===== src/rtl/reg_write_queue_if.sv =====
// Handshake, drain and forwarding signals between the write-back path,
// the register file write port and the read-side bypass.
interface reg_write_queue_if #(
  parameter int unsigned DATA_W = 32,
  parameter int unsigned ADDR_W = 5,
  parameter int unsigned DEPTH  = 4
);
  localparam int unsigned CNT_W = $clog2(DEPTH) + 1;

  logic              in_valid;
  logic              in_ready;
  logic [ADDR_W-1:0] in_rd;
  logic [DATA_W-1:0] in_data;
  logic              drain_stall;
  logic              rf_we;
  logic [ADDR_W-1:0] rf_waddr;
  logic [DATA_W-1:0] rf_wdata;
  logic [ADDR_W-1:0] rs;
  logic [ADDR_W-1:0] rt;
  logic              fwd_hit1;
  logic [DATA_W-1:0] fwd_data1;
  logic              fwd_hit2;
  logic [DATA_W-1:0] fwd_data2;
  logic [CNT_W-1:0]  count;

  modport master (
    output in_valid, in_rd, in_data, drain_stall, rs, rt,
    input  in_ready, rf_we, rf_waddr, rf_wdata,
           fwd_hit1, fwd_data1, fwd_hit2, fwd_data2, count
  );

  modport slave (
    input  in_valid, in_rd, in_data, drain_stall, rs, rt,
    output in_ready, rf_we, rf_waddr, rf_wdata,
           fwd_hit1, fwd_data1, fwd_hit2, fwd_data2, count
  );
endinterface


===== src/rtl/reg_write_queue.sv =====
// Register-file write queue: buffers write-back requests, drains one per
// cycle to the write port, and bypasses pending data to the read ports.
module reg_write_queue #(
  parameter int unsigned DATA_W = 32,
  parameter int unsigned ADDR_W = 5,
  parameter int unsigned DEPTH  = 4
) (
  input logic            clk,
  input logic            rst,
  reg_write_queue_if.slave bus
);
  localparam int unsigned PTR_W = $clog2(DEPTH);
  localparam int unsigned CNT_W = PTR_W + 1;

  typedef struct packed {
    logic [ADDR_W-1:0] rd;
    logic [DATA_W-1:0] data;
  } entry_t;

  entry_t            mem [DEPTH];
  entry_t            head;
  logic [PTR_W-1:0]  wr_ptr;
  logic [PTR_W-1:0]  rd_ptr;
  logic [CNT_W-1:0]  cnt;
  logic              not_empty;
  logic              push;
  logic              pop;
  logic              hit1;
  logic              hit2;
  logic [DATA_W-1:0] data1;
  logic [DATA_W-1:0] data2;
  logic [PTR_W-1:0]  idx;

  assign head      = mem[rd_ptr];
  assign not_empty = (cnt != '0);

  // Writes to $0 complete the handshake but are never stored.
  assign push = bus.in_valid & bus.in_ready & (bus.in_rd != '0);
  assign pop  = not_empty & ~bus.drain_stall;

  assign bus.in_ready = (cnt < CNT_W'(DEPTH));
  assign bus.rf_we    = pop;
  assign bus.rf_waddr = not_empty ? head.rd   : '0;
  assign bus.rf_wdata = not_empty ? head.data : '0;
  assign bus.count    = cnt;

  always_ff @(posedge clk or posedge rst) begin
    if (rst) begin
      wr_ptr <= '0;
      rd_ptr <= '0;
      cnt    <= '0;
      mem    <= '{default: '0};
    end else begin
      if (push) begin
        mem[wr_ptr] <= {bus.in_rd, bus.in_data};
        wr_ptr      <= wr_ptr + PTR_W'(1);
      end
      if (pop) begin
        rd_ptr <= rd_ptr + PTR_W'(1);
      end
      case ({push, pop})
        2'b10:   cnt <= cnt + CNT_W'(1);
        2'b01:   cnt <= cnt - CNT_W'(1);
        default: cnt <= cnt;
      endcase
    end
  end

  // Walk oldest to youngest so the youngest match overrides older ones.
  always_comb begin
    hit1  = 1'b0;
    hit2  = 1'b0;
    data1 = '0;
    data2 = '0;
    idx   = rd_ptr;
    for (int unsigned k = 0; k < DEPTH; k++) begin
      idx = rd_ptr + PTR_W'(k);
      if (CNT_W'(k) < cnt) begin
        if ((bus.rs != '0) && (mem[idx].rd == bus.rs)) begin
          hit1  = 1'b1;
          data1 = mem[idx].data;
        end
        if ((bus.rt != '0) && (mem[idx].rd == bus.rt)) begin
          hit2  = 1'b1;
          data2 = mem[idx].data;
        end
      end
    end
  end

  assign bus.fwd_hit1  = hit1;
  assign bus.fwd_data1 = data1;
  assign bus.fwd_hit2  = hit2;
  assign bus.fwd_data2 = data2;
endmodule


===== src/flat_wrapper.sv =====
// flat-port wrapper written by rule: the top's interface ports become plain ports
module reg_write_queue_flat 
#(
  parameter int unsigned DATA_W = 32,
  parameter int unsigned ADDR_W = 5,
  parameter int unsigned DEPTH  = 4
)
  (clk, rst, bus_in_valid, bus_in_rd, bus_in_data, bus_drain_stall, bus_rs, bus_rt, bus_in_ready, bus_rf_we, bus_rf_waddr, bus_rf_wdata, bus_fwd_hit1, bus_fwd_data1, bus_fwd_hit2, bus_fwd_data2, bus_count);
  reg_write_queue_if #(.DATA_W(DATA_W), .ADDR_W(ADDR_W), .DEPTH(DEPTH)) bus_i ();
  input logic clk;
  input logic rst;
  input wire logic [$bits(bus_i.in_valid)-1:0] bus_in_valid;
  input wire logic [$bits(bus_i.in_rd)-1:0] bus_in_rd;
  input wire logic [$bits(bus_i.in_data)-1:0] bus_in_data;
  input wire logic [$bits(bus_i.drain_stall)-1:0] bus_drain_stall;
  input wire logic [$bits(bus_i.rs)-1:0] bus_rs;
  input wire logic [$bits(bus_i.rt)-1:0] bus_rt;
  output wire logic [$bits(bus_i.in_ready)-1:0] bus_in_ready;
  output wire logic [$bits(bus_i.rf_we)-1:0] bus_rf_we;
  output wire logic [$bits(bus_i.rf_waddr)-1:0] bus_rf_waddr;
  output wire logic [$bits(bus_i.rf_wdata)-1:0] bus_rf_wdata;
  output wire logic [$bits(bus_i.fwd_hit1)-1:0] bus_fwd_hit1;
  output wire logic [$bits(bus_i.fwd_data1)-1:0] bus_fwd_data1;
  output wire logic [$bits(bus_i.fwd_hit2)-1:0] bus_fwd_hit2;
  output wire logic [$bits(bus_i.fwd_data2)-1:0] bus_fwd_data2;
  output wire logic [$bits(bus_i.count)-1:0] bus_count;
  assign bus_i.in_valid = bus_in_valid;
  assign bus_i.in_rd = bus_in_rd;
  assign bus_i.in_data = bus_in_data;
  assign bus_i.drain_stall = bus_drain_stall;
  assign bus_i.rs = bus_rs;
  assign bus_i.rt = bus_rt;
  assign bus_in_ready = bus_i.in_ready;
  assign bus_rf_we = bus_i.rf_we;
  assign bus_rf_waddr = bus_i.rf_waddr;
  assign bus_rf_wdata = bus_i.rf_wdata;
  assign bus_fwd_hit1 = bus_i.fwd_hit1;
  assign bus_fwd_data1 = bus_i.fwd_data1;
  assign bus_fwd_hit2 = bus_i.fwd_hit2;
  assign bus_fwd_data2 = bus_i.fwd_data2;
  assign bus_count = bus_i.count;
  reg_write_queue #(.DATA_W(DATA_W), .ADDR_W(ADDR_W), .DEPTH(DEPTH)) u_core (.clk(clk), .rst(rst), .bus(bus_i));
endmodule

===== config.mk =====
export PLATFORM = sky130hd
export DESIGN_NAME = reg_write_queue_flat
export DESIGN_NICKNAME = d
export VERILOG_FILES = /design/src/rtl/reg_write_queue_if.sv /design/src/rtl/reg_write_queue.sv /design/src/flat_wrapper.sv
export SDC_FILE = /design/constraint.sdc
export NUM_CORES = 1
export LEC_CHECK = 0
export BUFFER_PORTS_ARGS = -buffer_cell sky130_fd_sc_hd__buf_4
export CAP_MARGIN = 20
export CORE_MARGIN = 2
export CORE_UTILIZATION = 60
export DETAILED_ROUTE_END_ITERATION = 16
export PLACE_DENSITY = 0.87
export RECOVER_POWER = 50
export SLEW_MARGIN = 5
export SYNTH_ARGS = -nofsm -noshare
export SYNTH_HDL_FRONTEND = slang
export SYNTH_SLANG_ARGS = --single-unit

===== constraint.sdc =====
create_clock -name clk -period 17.25 [get_ports clk]
set_clock_uncertainty 0.2 [all_clocks]
set_input_delay 5.175 -clock clk [delete_from_list [all_inputs] [get_ports clk]]
set_output_delay 5.175 -clock clk [all_outputs]
set_load 0.005 [all_outputs]

==> flow_summary.json, run 1 <==
{
  "status": "finished with violations",
  "violations": "max-capacitance violations, max-slew violations",
  "routed_wl_um": 36200,
  "ff_latch_area_mm2": 0.00389,
  "drtPass1Iterations": 5,
  "p_int_w": 0.00177,
  "post_synth_num_cell_types": 51,
  "crit_family": "simple AND/OR/NAND/NOR gates",
  "p_seq_frac": 0.221,
  "final_cell_mix": "mux2_2 (214), buf_4 (166), dfrtp_1 (153)",
  "vias": 11100,
  "ant_nets": 0,
  "routabilityCongestion": 0.932,
  "final.min_clock_period_ns": 13.85,
  "fillers": 1473,
  "drt_iter0_markers": 1297,
  "area_growth_pct": 15.3,
  "cp-endpoint": "bus_fwd_data2[0]",
  "die_area_mm2": 0.0215,
  "crit_arrival_ns": 8.48,
  "async_reset_ff_frac": 1.00,
  "antenna_found_initial": 0,
  "placed_area_mm2": 0.0134,
  "synth-seq-cells": 155,
  "yosysWarnings": 0,
  "final_util": 0.700,
  "coreArea_mm2": 0.0201,
  "combPwrFrac": 0.667,
  "vdd_drop_max_uv": 127,
  "maxCapViolations": 2,
  "layout_worst_path_cycle_share": 0.803,
  "crit_chain": "buf_4 > inv_1 > xnor2_1 > nor4_1 > nand3_4 > o21ai_4 > buf_4 > o221ai_1 > buf_4",
  "rr_startpoint": "u_core.bus.count[2]",
  "cts-hold-fix-buffers": 0,
  "worstPathMaxFanout": 65,
  "die_y_um": 147,
  "startpoint_type": "input pin",
  "clock_sinks": 155,
  "ys_seq_area_frac": 0.318,
  "drcViolationCount": 0,
  "crit_path_end_kind": "output pin",
  "r2r.worst_path.cells": 5,
  "cts.path.max_buffers": 2,
  "setup_violations": 0,
  "path_buf_inv": 4,
  "startpoint": "bus_rt[1]",
  "clock_latency_ns": 0.43,
  "antenna_cells": 0,
  "syn_avg_cell_area_um2": 9.49,
  "layout-drive-gt1-share": 0.356,
  "total_power_w": 0.00335,
  "synth_fp_nets": 1346,
  "cts_tree": "built",
  "hold_violations": 0,
  "overflow": 0,
  "synthFlopType": "dfrtp_1",
  "final_area_mm2": 0.0141,
  "p_switching_w": 0.00158,
  "multi_input_area_mm2": 0.00767,
  "hpwl_um": 22500,
  "fmax_mhz": 72.2,
  "tightest_slew_ns": 4.41,
  "grt_max_degree": 101,
  "cts.repair.resized": 0,
  "layout_commonest_cell": "mux2_2",
  "netlist_area_mm2": 0.0122,
  "path_class": "in2out",
  "port_buffers": 158,
  "syn_inst": 1286,
  "regToRegEndpoint": "u_core.mem[35]",
  "viasPerCell": 6.76,
  "h-tree-depth": 4,
  "die_w_um": 147,
  "min_from": "u_core.mem[115]",
  "clock-root-buffer": "clkbuf_16",
  "p_leak_nw": 6.00,
  "clock_power_share": 0.112,
  "hold_depth": 1,
  "slowest_stage": "nand3_4",
  "cp.required_ns": 11.87,
  "initial_core_util": 0.607,
  "grtUsageTotal": 0.331,
  "synth_edf_count": 0,
  "rsz0062_at_grt": "false",
  "crit_path_frequent_cell": "buf_4",
  "numCtsBuffers": 17,
  "slew_headroom": -1.95,
  "power_density_mw_per_mm2": 238,
  "cts.clk_slew.worst_paths_ns": 0.07,
  "ios": 159,
  "grt_pass1_vias": 10800,
  "cpPeakStageDelay_ns": 0.84,
  "wl_per_cell_um": 22.1,
  "row_count": 52,
  "final_net_count": 1416,
  "regToRegSetupSlack_ns": 14.28,
  "slew_violations": 158,
  "crit_cells": 9,
  "switching_share": 0.471,
  "cts_setup_buffers": 0,
  "fin_setup_tns_ns": 0,
  "grt_pass1_wl_um": 56600,
  "hold_path_class": "reg2reg"
}
## cell type report
| class | instances | share of cell area |
|---|---|---|
| Clock buffer | 17 | 0.0302 |
| Clock inverter | 15 | 0.0109 |
| Inverter | 43 | 0.0117 |
| Multi-Input combinational cell | 959 | 0.545 |
| Sequential cell | 155 | 0.276 |
| Tap cell | 270 | 0.0240 |
| Timing Repair Buffer | 180 | 0.102 |
## synthesized netlist by cell type, types with 14 or more instances
library cell,count,area (um2)
a211oi_1,32,240
o21ai_0,65,325
mux4_2,17,383
buf_2,19,95.1
dfrtp_1,155,3880
inv_1,43,161
clkbuf_1,87,327
o221ai_2,29,435
nor2_1,103,387
mux2_2,214,2410
a21oi_1,64,320
o22ai_1,32,200
o21ai_1,32,160
mux2i_1,72,721
xor2_1,14,123
nand2_1,76,285
xnor2_1,30,263
a31oi_1,32,200
nand3_1,33,165
nor3b_1,30,225
a2111oi_0,31,272
## kinds of logic (layout without fill, tap and decap cells)
family / after synthesis / count (layout) / share of synthesized area
AO/OA/AOI/OAI: 328 / 328 / 0.185
multiplexers: 304 / 304 / 0.290
AND/OR/NAND/NOR: 274 / 274 / 0.106
buffers and inverters: 172 / 255 / 0.0605
flip-flops: 155 / 155 / 0.318
XOR/XNOR: 44 / 44 / 0.0316
adder cells (fa/ha/maj): 9 / 9 / 0.00922
## per-layer routing
| metal | up-vias | part of all wire | global-route usage |
|---|---|---|---|
| li1 | 4915 | - | - |
| met1 | 5352 | 0.40 | 0.421 |
| met2 | 682 | 0.47 | 0.527 |
| met3 | 135 | 0.092 | 0.0819 |
| met4 | 0 | 0.038 | 0.170 |
| met5 | - | 0 | 0 |
## metrics by stage
stage	worst slack, ns	std cells	hold slack (ns)
floorplan	4.89	1286	0.292
global placement	3.49	1601	0.302
detailed placement	3.46	1602	0.313
CTS	3.46	1634	0.329
global route	3.30	1639	0.342
finish	3.40	1639	0.329
## power groups by stage
stage / sequential (W) / clock [W] / combinational, W
after floorplan: 0.000651 / 0 / 0.00155
after global placement: 0.000714 / 0 / 0.00210
after detailed placement: 0.000737 / 0 / 0.00216
after CTS: 0.000732 / 0.000376 / 0.00218
after global routing: 0.000764 / 0.000393 / 0.00240
final: 0.000741 / 0.000376 / 0.00223
## how the worst min path moves through the flow
stage / slack, ns / to
floorplan: 0.29 / u_core.mem[111]
detailed placement: 0.31 / u_core.mem[115]
CTS: 0.33 / u_core.mem[115]
global route: 0.34 / u_core.mem[67]
global placement: 0.30 / u_core.mem[134]
finish: 0.33 / u_core.mem[115]
## registers in the layout, indices dropped and copies added, names as in the netlist
register / flops
u_core.mem: 148
u_core.bus.count: 3
u_core.rd_ptr: 2
u_core.wr_ptr: 2
Power figures use the tool's default switching activity.
==> run 2, diff against run 1 <==
Settings changed: CORE_UTILIZATION 60 to 54, PLACE_DENSITY 0.87 to 0.83.
Clock period 17.25 ns to 12 ns, I/O delays scaled along.
==> run 2 against run 1 <==
The run still ends with max-capacitance violations, max-slew violations left. Cell count up 1.0%. Sequential share of layout area down 0.16 points. Global-route usage is 3.5 points lower. Die area rose by 11%. First-iteration DRC count is 15% lower. Count of clock-buffer cells in the layout is 1 higher. Via count down 0.97%. Total power up 44%. Critical path type unchanged. Critical endpoint unchanged. Largest cell class unchanged.
==> flow_summary.json, run 2 (synthesis results as in run 1) <==
{
  "status": "finished with violations",
  "violations": "max-capacitance violations, max-slew violations",
  "ff_latch_area_mm2": 0.00389,
  "final_cell_mix": "mux2_2 (214), buf_4 (166), dfrtp_1 (153)",
  "grt_max_degree": 88,
  "grt_use_met2": 0.498,
  "p_leak_nw": 6.03,
  "total_power_w": 0.00483,
  "grt_use_met3": 0.0426,
  "final_net_count": 1418,
  "grt_pass1_vias": 10600,
  "switching_share": 0.464,
  "slew_headroom": -1.59,
  "numCtsBuffers": 17,
  "crit_arrival_ns": 6.61,
  "cp.required_ns": 8.20,
  "p_int_w": 0.00259,
  "antenna_found_initial": 0,
  "dp.cells": 1618,
  "drtPass1Iterations": 6,
  "layout_worst_path_cycle_share": 0.868,
  "grtUsageTotal": 0.296,
  "fmax_mhz": 96.0,
  "coreArea_mm2": 0.0224,
  "tightest_slew_ns": 3.89,
  "hold_path_class": "reg2reg",
  "wl_per_cell_um": 21.7,
  "min_from": "u_core.mem[37]",
  "rr_startpoint": "u_core.bus.count[2]",
  "h-tree-depth": 4,
  "layout.cells.non_filler": 1656,
  "vdd_drop_max_uv": 169,
  "power_density_mw_per_mm2": 341,
  "fin_setup_tns_ns": 0,
  "row_count": 55,
  "regToRegSetupSlack_ns": 9.04,
  "largest_reg_flops": 148,
  "die_w_um": 154,
  "p_switching_w": 0.00224,
  "worstPathMaxFanout": 33,
  "rsz0062_at_grt": "false",
  "cts.path.max_buffers": 2,
  "routabilityCongestion": 0.908,
  "crit_path_end_kind": "output pin",
  "cts.clk_slew.worst_paths_ns": 0.06,
  "grt_util_met1": 0.385,
  "drt_iter0_markers": 1100,
  "clock_power_share": 0.115,
  "slew_violations": 158,
  "cts.repair.resized": 0,
  "die_area_mm2": 0.0238,
  "maxCapViolations": 2,
  "startpoint_type": "input pin",
  "grt_pass1_wl_um": 56600,
  "r2r.worst_path.cells": 5,
  "path_class": "in2out",
  "hold_depth": 1,
  "layout_commonest_cell": "mux2_2",
  "combPwrFrac": 0.658,
  "antenna_cells": 0,
  "layout-drive-gt1-share": 0.357,
  "die_y_um": 154,
  "fin_ws_ns": 1.59,
  "pre_cts_slack_ns": 1.71,
  "hold_end": "u_core.mem[37]",
  "clock-root-buffer": "clkbuf_16",
  "hold_violations": 0,
  "clock_sinks": 155,
  "port_buffers": 158,
  "multi_input_area_mm2": 0.00767,
  "viasPerCell": 6.63,
  "overflow": 0,
  "final.min_clock_period_ns": 10.41,
  "drcViolationCount": 0,
  "cts_setup_buffers": 0,
  "area_growth_pct": 16.0,
  "vias": 11000,
  "clock_latency_ns": 0.44,
  "cts-hold-fix-buffers": 0,
  "setup_violations": 0,
  "fillers": 1806,
  "routed_wl_um": 35900,
  "p_seq_frac": 0.227,
  "largest_register": "u_core.mem",
  "ios": 159,
  "regToRegEndpoint": "u_core.mem[21]",
  "cts_tree": "built",
  "initial_core_util": 0.544,
  "busiest_layer": "met2",
  "ant_nets": 0,
  "hpwl_um": 23000
}
run 2: power by group through the flow:
stage,Clock [W],Sequential [W],Combinational [W]
after floorplan,0,0.000936,0.00222
after global placement,0,0.00106,0.00298
after detailed placement,0,0.00109,0.00307
after CTS,0.000556,0.00108,0.00309
after global routing,0.000580,0.00114,0.00342
final,0.000555,0.00110,0.00317
run 2: how the worst max path moves through the flow:
stage | from | endpoint | slack, ns | depth (start not counted)
floorplan | bus_rs[1] | bus_fwd_data1[0] | 2.79 | 7
detailed placement | bus_rt[1] | bus_fwd_data2[1] | 1.71 | 9
global placement | bus_rt[1] | bus_fwd_data2[0] | 1.75 | 9
CTS | bus_rt[1] | bus_fwd_data2[1] | 1.70 | 9
finish | bus_rt[1] | bus_fwd_data2[0] | 1.59 | 9
global route | rst | u_core.mem[142] | 1.52 | 3
run 2: metrics by stage:
stage | cell area, um2 | hold slack, ns | utilization
after CTS | 14000 | 0.331 | 0.626
after detailed placement | 13400 | 0.317 | 0.599
after global placement | 13400 | 0.304 | 0.597
after global routing | 14200 | 0.347 | 0.631
after floorplan | 12200 | 0.292 | -
final | 14200 | 0.333 | 0.631
run 2: critical path, cell delays in order:
cell	delay [ns]
buf_4	0.13
or4_1	0.60
o221ai_4	0.20
buf_4	0.44
or2_1	0.65
buf_4	0.40
a31oi_1	0.12
o221ai_1	0.26
buf_4	0.17
run 2: layer usage:
metal,wire [um],vias to the layer above
met5,0,-
met4,1120,0
met3,2820,88
met2,17400,586
met1,14600,5388
li1,-,4915
run 2: final cells by class:
type,count,share of cell area
Tap cell,285,0.0252
Inverter,43,0.0117
Timing Repair Buffer,182,0.104
Clock inverter,14,0.0120
Sequential cell,155,0.274
Multi-Input combinational cell,959,0.542
Clock buffer,18,0.0303
==> run 3, diff against run 2 <==
Settings changed: BUFFER_PORTS_ARGS -buffer_cell sky130_fd_sc_hd__buf_4 to -buffer_cell sky130_fd_sc_hd__buf_2, CORE_UTILIZATION 54 to 55, CTS_BUF_LIST set to sky130_fd_sc_hd__clkbuf_2 sky130_fd_sc_hd__clkbuf_4 sky130_fd_sc_hd__clkbuf_8, PLACE_DENSITY 0.83 to 0.85.
==> run 3 against run 2 <==
The flow still finishes with violations (max-capacitance violations, max-slew violations). Sequential cell count stayed put. Via count about the same. Non-clock buffer count unchanged. Utilization is 1.1 points lower. Hold slack better by 0.0029 ns. Die area shrank 1.8%. Routed wire length down 1.3%. First-iteration DRC count shrank 15%. Design area down 4.4%. Sequential share of layout area grew 1.3 points. Critical endpoint is now bus_fwd_data2[1]. Largest cell class unchanged.
==> flow_summary.json, run 3 (synthesis results as in run 1) <==
{
  "largest_reg_flops": 148,
  "slew_violations": 158,
  "grt_max_degree": 104,
  "die_w_um": 153,
  "clock-root-buffer": "clkbuf_8",
  "final_cell_mix": "mux2_2 (213), buf_2 (157), dfrtp_1 (153)",
  "setup_violations": 0,
  "largest_register": "u_core.mem",
  "final_net_count": 1418,
  "die_y_um": 153,
  "cpPeakStageDelay_ns": 0.60,
  "crit_arrival_ns": 6.53,
  "cts-hold-fix-buffers": 0,
  "status": "finished with violations",
  "violations": "max-capacitance violations, max-slew violations",
  "fmax_mhz": 96.8,
  "rsz0062_at_grt": "false",
  "ios": 159,
  "numCtsBuffers": 17,
  "layout-drive-gt1-share": 0.357,
  "p_leak_nw": 5.85,
  "hold_violations": 0,
  "fin_setup_tns_ns": 0,
  "row_count": 54,
  "cts.repair.resized": 0,
  "routabilityCongestion": 0.929,
  "clock_latency_ns": 0.46,
  "layout_commonest_cell": "mux2_2",
  "cts_setup_buffers": 0,
  "maxCapViolations": 2,
  "grt_pass1_vias": 10700,
  "vias": 11000,
  "crit_path_end_kind": "output pin",
  "cp.required_ns": 8.20,
  "final.min_clock_period_ns": 10.33,
  "hpwl_um": 23100,
  "slowest_stage": "or4_1",
  "die_area_mm2": 0.0234,
  "port_buffers": 158,
  "startpoint_type": "input pin",
  "antenna_found_initial": 3,
  "overflow": 0,
  "cts_tree": "built",
  "cts.path.max_buffers": 2,
  "drcViolationCount": 0,
  "drt_iter0_markers": 940,
  "h-tree-depth": 4,
  "worstPathMaxFanout": 33,
  "clock_sinks": 155,
  "crit_chain": "buf_2 > or4_1 > o221ai_4 > buf_4 > or2_1 > buf_4 > a31oi_1 > o221ai_1 > buf_2",
  "coreArea_mm2": 0.0218,
  "viasPerCell": 6.64,
  "ant_nets": 0,
  "power_density_mw_per_mm2": 334,
  "drtPass1Iterations": 5,
  "total_power_w": 0.00452,
  "hold_path_class": "reg2reg",
  "cts.clk_slew.worst_paths_ns": 0.08,
  "initial_core_util": 0.559,
  "grtUsageTotal": 0.295,
  "tightest_slew_ns": 4.49,
  "slew_headroom": -2.01,
  "vdd_drop_max_uv": 190,
  "area_growth_pct": 10.9,
  "layout_worst_path_cycle_share": 0.860,
  "routed_wl_um": 35500,
  "path_class": "in2out",
  "grt_pass1_wl_um": 56400,
  "wl_per_cell_um": 21.5
}
-- run 3: power breakdown --
group	switching (W)	total [W]	internal [W]
sequential	0.000296	0.00109	0.000789
clock	0.000214	0.000409	0.000195
combinational	0.00170	0.00303	0.00132
total	0.00222	0.00452	0.00230
-- run 3: cell type report --
type                    instances  area [um2]
clock inverters                13         154
diodes                          3        7.51
repair buffers                182        1050
fillers                      1760        8290
well taps                     280         350
inverters                      43         165
flip-flops and latches        155        3890
clock buffers                  19         249
multi-input cells             959        7680
-- run 3: per-layer routing --
metal / global-route usage / share of wire
met5: 0 / 0
met4: 0.159 / 0.035
met3: 0.0578 / 0.088
met2: 0.477 / 0.48
met1: 0.376 / 0.40
-- run 3: critical path, delay by kind of cell --
kind	cells	cell delay, ns
AND/OR/NAND/NOR	2	1.20
buffers and inverters	4	1.14
AO/OA/AOI/OAI	3	0.55
-- run 3: final timing paths --
path / to / from / depth (start not counted) / slack (ns)
worst max-delay path: bus_fwd_data2[1] / bus_rt[1] / 9 / 1.67
worst min-delay path: u_core.mem[23] / u_core.mem[23] / 1 / 0.34
worst max register to register: u_core.mem[74] / u_core.bus.count[2] / 5 / 8.84
worst min register to register: u_core.mem[23] / u_core.mem[23] / 1 / 0.34
max in group asynchronous: u_core.mem[102] / rst / 3 / 3.41
min in group asynchronous: u_core.mem[34] / rst / 2 / 4.30
-- run 3: stage by stage --
step                worst slack [ns]  cells  area [um2]  utilization  hold WS, ns
CTS                             1.76   1646       13400        0.616        0.335
detailed placement              1.76   1614       13000        0.597        0.314
global placement                1.82   1613       13000        0.596        0.304
finish                          1.67   1654       13500        0.620        0.335
global route                    1.59   1653       13500        0.620        0.346
floorplan                       2.79   1286       12200            -        0.292
